**src/rtl/mem_pkg.sv**
```systemverilog
// rtl/mem_pkg.sv - shared types and constants for the memory initiator
package mem_pkg;

    // Bus-master sequencing: arbitrate, access the memory, acknowledge
    typedef enum logic [1:0] {
        IDLE,
        ACCESS,
        DONE
    } state_t;

    // Which requester owns the transfer in flight
    typedef enum logic {
        SRC_FETCH,
        SRC_DATA
    } src_t;

    // Number of valid words in the shared memory
    localparam int MEM_DEPTH_DEFAULT = 129;

endpackage

```
**src/rtl/mem_initiator.sv**
```systemverilog
// rtl/mem_initiator.sv - arbitrating bus master for the shared word-addressed memory
import mem_pkg::*;

module mem_initiator #(
    parameter int MEM_DEPTH   = MEM_DEPTH_DEFAULT,
    parameter int WAIT_CYCLES = 0
) (
    input  logic        clk,
    input  logic        rst_n,
    input  logic        fetch_req,
    input  logic [31:0] pc,
    output logic        fetch_ack,
    output logic [31:0] instr,
    input  logic        data_req,
    input  logic        data_we,
    input  logic [31:0] data_addr,
    input  logic [31:0] data_wdata,
    output logic        data_ack,
    output logic [31:0] data_rdata,
    output logic        fault,
    output logic [31:0] Address,
    output logic [31:0] w_data,
    output logic        we,
    output logic        re,
    input  logic [31:0] mem_data
);

    // Range limit compared against the full 32-bit address
    localparam logic [31:0] DEPTH_W   = 32'(MEM_DEPTH);
    // Wait counter load value; counts down to zero in the final ACCESS cycle
    localparam logic [3:0]  WAIT_INIT = 4'(WAIT_CYCLES);

    state_t      state, state_n;
    logic [3:0]  cnt, cnt_n;
    src_t        src, src_n;
    logic        dir_we, dir_we_n;
    logic        in_rng, in_rng_n;
    logic [31:0] address_n;
    logic [31:0] w_data_n;
    logic        last;
    logic        re_n;
    logic        we_n;
    logic        fetch_ack_n;
    logic        data_ack_n;
    logic        fault_n;

    // Next-state logic, request latching, and next values of the registered pins
    always_comb begin
        state_n   = state;
        cnt_n     = cnt;
        src_n     = src;
        dir_we_n  = dir_we;
        in_rng_n  = in_rng;
        address_n = Address;
        w_data_n  = w_data;
        case (state)
            IDLE: begin
                if (data_req) begin
                    src_n     = SRC_DATA;
                    dir_we_n  = data_we;
                    address_n = data_addr;
                    w_data_n  = data_wdata;
                    in_rng_n  = (data_addr < DEPTH_W);
                    cnt_n     = WAIT_INIT;
                    state_n   = ACCESS;
                end else if (fetch_req) begin
                    src_n     = SRC_FETCH;
                    dir_we_n  = 1'b0;
                    address_n = pc;
                    in_rng_n  = (pc < DEPTH_W);
                    cnt_n     = WAIT_INIT;
                    state_n   = ACCESS;
                end
            end
            ACCESS: begin
                if (cnt == 4'd0) begin
                    state_n = DONE;
                end else begin
                    cnt_n = cnt - 4'd1;
                end
            end
            DONE: begin
                state_n = IDLE;
            end
            default: begin
                state_n = IDLE;
            end
        endcase

        // Final ACCESS cycle: read data is captured and the ack is launched
        last        = (state == ACCESS) && (cnt == 4'd0);
        // Pins are computed from the next state so they come straight out of flops
        re_n        = (state_n == ACCESS) && !dir_we_n && in_rng_n;
        we_n        = (state_n == ACCESS) && (cnt_n == 4'd0) && dir_we_n && in_rng_n;
        fetch_ack_n = last && (src == SRC_FETCH);
        data_ack_n  = last && (src == SRC_DATA);
        fault_n     = last && !in_rng;
    end

    // FSM state register and latched transfer attributes
    always_ff @(posedge clk or negedge rst_n) begin
        if (!rst_n) begin
            state  <= IDLE;
            cnt    <= 4'd0;
            src    <= SRC_FETCH;
            dir_we <= 1'b0;
            in_rng <= 1'b0;
        end else begin
            state  <= state_n;
            cnt    <= cnt_n;
            src    <= src_n;
            dir_we <= dir_we_n;
            in_rng <= in_rng_n;
        end
    end

    // Registered memory pins and requester handshake outputs
    always_ff @(posedge clk or negedge rst_n) begin
        if (!rst_n) begin
            Address   <= 32'd0;
            w_data    <= 32'd0;
            re        <= 1'b0;
            we        <= 1'b0;
            fetch_ack <= 1'b0;
            data_ack  <= 1'b0;
            fault     <= 1'b0;
        end else begin
            Address   <= address_n;
            w_data    <= w_data_n;
            re        <= re_n;
            we        <= we_n;
            fetch_ack <= fetch_ack_n;
            data_ack  <= data_ack_n;
            fault     <= fault_n;
        end
    end

    // Read result capture; out-of-range reads return zero, stores leave results alone
    always_ff @(posedge clk or negedge rst_n) begin
        if (!rst_n) begin
            instr      <= 32'd0;
            data_rdata <= 32'd0;
        end else if (last && !dir_we) begin
            if (src == SRC_DATA) begin
                data_rdata <= in_rng ? mem_data : 32'd0;
            end else begin
                instr <= in_rng ? mem_data : 32'd0;
            end
        end
    end

endmodule

```
**config.mk**
```make
export PLATFORM = sky130hd
export DESIGN_NAME = mem_initiator
export DESIGN_NICKNAME = d
export VERILOG_FILES = /design/src/rtl/mem_pkg.sv /design/src/rtl/mem_initiator.sv
export SDC_FILE = /design/constraint.sdc
export NUM_CORES = 1
export LEC_CHECK = 0
export ABC_AREA = 1
export CAP_MARGIN = 20
export CORE_ASPECT_RATIO = 1.1
export CORE_UTILIZATION = 48
export CTS_CLUSTER_DIAMETER = 200
export DETAILED_ROUTE_END_ITERATION = 8
export DONT_BUFFER_PORTS = 1
export PLACE_DENSITY = 0.71
export SYNTH_ARGS = -nofsm -noshare
export SYNTH_HDL_FRONTEND = slang
export SYNTH_SLANG_ARGS = --single-unit
```
**constraint.sdc**
```tcl
create_clock -name clk -period 3.13 [get_ports clk]
set_input_delay 0.626 -clock clk [delete_from_list [all_inputs] [get_ports clk]]
set_output_delay 0.626 -clock clk [all_outputs]
set_load 0.01 [all_outputs]
```
==> run metrics <==
status finished, violations left; failing checks design-rule violations, negative hold slack; critical path required time between 3000 and 4000 ps; Max-Slew Margin vs Limit 46.2%; Synth Area in Compound Gates about 14%; All-Layer GR Usage about a fifth; initial antenna violation count 0; CTS max path bufs 2; global-route wire length before repair 21800 um; Via Count ~4400; I/O pin total between 200 and 300; Hold Crit Class in2async; GR Overflow Total 0; xor-xnor portion of the synthesized cell area less than 1%; Die W between 100 and 150 um; Fin Clk Skew roughly 9.6 ps; Tot Pwr approximately 7 mW; ant diodes 0; CP max FO 35; crit share post-route 66.7%; Fin Setup TNS 0 ps; Post-Synth Adder-Cell Area less than 1%; area of the core about 0.013 mm^2; clk_lat worst skew between 400 and 500 ps; number of synthesized register bits approximately 140; Peak supply drop 0.000447 V; Vias/cell around 5.4; via count of the first global-routing pass 4316; final hold vios about 140; Register-to-Register Path Depth 7; Hold Slack -85.8 ps; GPL Wtd Cong approximately 0.96; post-cts gate resize count 0; RSZ-0062 raised after global routing false; CP Cell Sequence nor2_1 > nand2_2 > o21ai_4 > nand2_1 > nor2_1 > nand3_1 > nor2_1; Post-Synthesis Cell Area ~0.0063 mm^2; Max Cap Viol 0; # nets final between 700 and 800; First-pass DRT Iterations 7; largest net degree at the start of global routing between 100 and 150; Tmin final about 2100 ps; layout cells sized above 1 approximately 20%; Syn Area/Cell 9.69 um^2; sequential share of the synthesized area between 50% and 60%; CP dominant cell by count nor2_1; Row Count 43; RR Startpoint state[1]; Total Wirelength between 10000 and 15000 um; drt drc 36; layout overhead on the synthesized area 9.33%; CP max stage cell nand2_2; Final WS setup between 1000 and 1500 ps; critical path capture point type register; Initial Utilization around half; Distinct cells, synth 26; post-route ant nets 0; setup violators final 0; Post-Synthesis Cells 650; final cell count without fillers about 810; die area roughly 0.014 mm^2; Lkg Pwr about 3.3 nW; placed instance count about 780; Initial DRC Count 316; Clock Sinks roughly 140; CTS tree built; Worst-path clk slew ~60 ps; r2r setup slk roughly 1000 ps; Async SR Flop Fraction 100%; largest family of logic cells by synthesized area simple AND/OR/NAND/NOR gates; DP HPWL 9820 um; buffer and inverter count on the worst path 0; PortBufs 0; Pwr Density 1040 mW/mm^2; Ys Warns 0; crit path kind reg2reg; Worst Tran Pin Value just over 800 ps; post-synthesis net count a little under 800; Crit path max-delay family simple AND/OR/NAND/NOR gates; Post-CTS Setup Bufs 0; crit start category register; Fmax achieved around 480 MHz; pre-CTS setup slack about 1000 ps; Final Slew Violations 0; R2R Path End we; Worst EP arrival between 2000 and 2500 ps; mux share of post-synthesis cell area roughly 5.7%; DR WL/cell around 17 um; EDFF count, synth 0; htree depth 4; die extent in y 122 um; Post-Synth Simple-Gate Area between 10% and 20%; Post-synth top flop dfrtp_1; CTS Root Cell clkbuf_16; cts bufs inserted 17; Max stage delay on crit path between 500 and 600 ps; fill count approximately 1100
worst register-to-register path, delay by kind of cell, from the launching register on:
kind             cells  cell delay, ps
flip-flops           1             420
AND/OR/NAND/NOR      6            1260
AO/OA/AOI/OAI        1             340
state kept, by name, indices dropped and copies added, names as in the netlist:
register and cells:
Address 32, cnt 4, data_ack 1, data_rdata 32, dir_we 1, fault 1, fetch_ack 1, in_rng 1
instr 32, re 1, src 1, state 2, w_data 32, we 1
worst max-delay path by stage:
| stage | slack, ps | cells past startpoint | start | end |
|---|---|---|---|---|
| 2_1_floorplan | 1640 | 10 | cnt[0] | instr[23] |
| 3_3_place_gp | 1040 | 5 | fetch_req | in_rng |
| 3_5_place_dp | 990 | 5 | fetch_req | we |
| 4_1_cts | 1010 | 7 | state[1] | we |
| 5_1_grt | 770 | 7 | state[1] | we |
| 6_report | 1040 | 7 | state[1] | we |
kinds of logic after synthesis:
kind of cell             Yosys count
AO/OA/AOI/OAI                    131
XOR/XNOR                           2
adder cells (fa/ha/maj)            1
buffers and inverters             81
flip-flops                       142
multiplexers                      32
AND/OR/NAND/NOR                  261
cells in the final DEF, fill, tap and decap left out, types with 3 or more instances in the layout:
cell / netlist / final
nand3_1: 13 / 13
mux2_2: 32 / 32
nand2_1: 198 / 198
dfrtp_1: 142 / 142
o21ai_0: 54 / 54
nor2_1: 40 / 40
clkbuf_8: 0 / 4
inv_2: 3 / 3
o21ai_2: 54 / 53
nor2_4: 3 / 3
o21ai_1: 18 / 18
inv_1: 45 / 45
clkbuf_16: 0 / 17
bufinv_16: 0 / 3
synthesized netlist by cell type, types with 2 or more instances:
cell type | number | area [um^2]
nand2_1 | 198 | 743
dfrtp_1 | 142 | 3550
o21ai_0 | 54 | 270
o21ai_2 | 54 | 473
inv_1 | 45 | 169
nor2_1 | 40 | 150
mux2_2 | 32 | 360
o21ai_1 | 18 | 90.1
buf_6 | 15 | 169
nand3_1 | 13 | 65.1
clkbuf_1 | 10 | 37.5
buf_2 | 6 | 30.0
inv_2 | 3 | 11.3
nor2_4 | 3 | 33.8
a21oi_1 | 2 | 10.0
buf_4 | 2 | 15.0
nand2_4 | 2 | 22.5
o21bai_1 | 2 | 15.0
xor2_1 | 2 | 17.5
report_power, final:
part	internal (mW)	switching, mW	leakage [nW]
Combinational	0.635	1.01	1.16
Clock	1.34	0.723	0.299
Sequential	2.57	0.889	1.79
Total	4.55	2.62	3.25
area by class of cell:
class                   count  area, um^2  share of cell area [%]
clock inverters             9         133                    1.93
inverters                  48         180                    2.62
flip-flops and latches    142        3550                    51.6
clock buffers              23         488                    7.08
well taps                 157         196                    2.85
repair buffers              2        15.0                   0.218
multi-input cells         427        2320                    33.7
per-layer routing:
metal / global-route usage (%) / wire (um) / vias to the layer above
li1: - / - / 2055
met1: 25.8 / 5340 / 2059
met3: 6.52 / 1260 / 27
met4: 8.61 / 301 / 0
met5: 0 / 0 / -
met2: 33.2 / 6790 / 210
stage by stage:
stage	hold WS, ps	instance area, um^2	utilization, %
after floorplan	330	6300	-
after global placement	333	6270	49.4
after detailed placement	333	6270	49.4
after CTS	-108	6890	54.3
after global routing	-115	6890	54.3
final	-85.8	6890	54.3
Note: power is estimated with default switching activity, not from simulation.
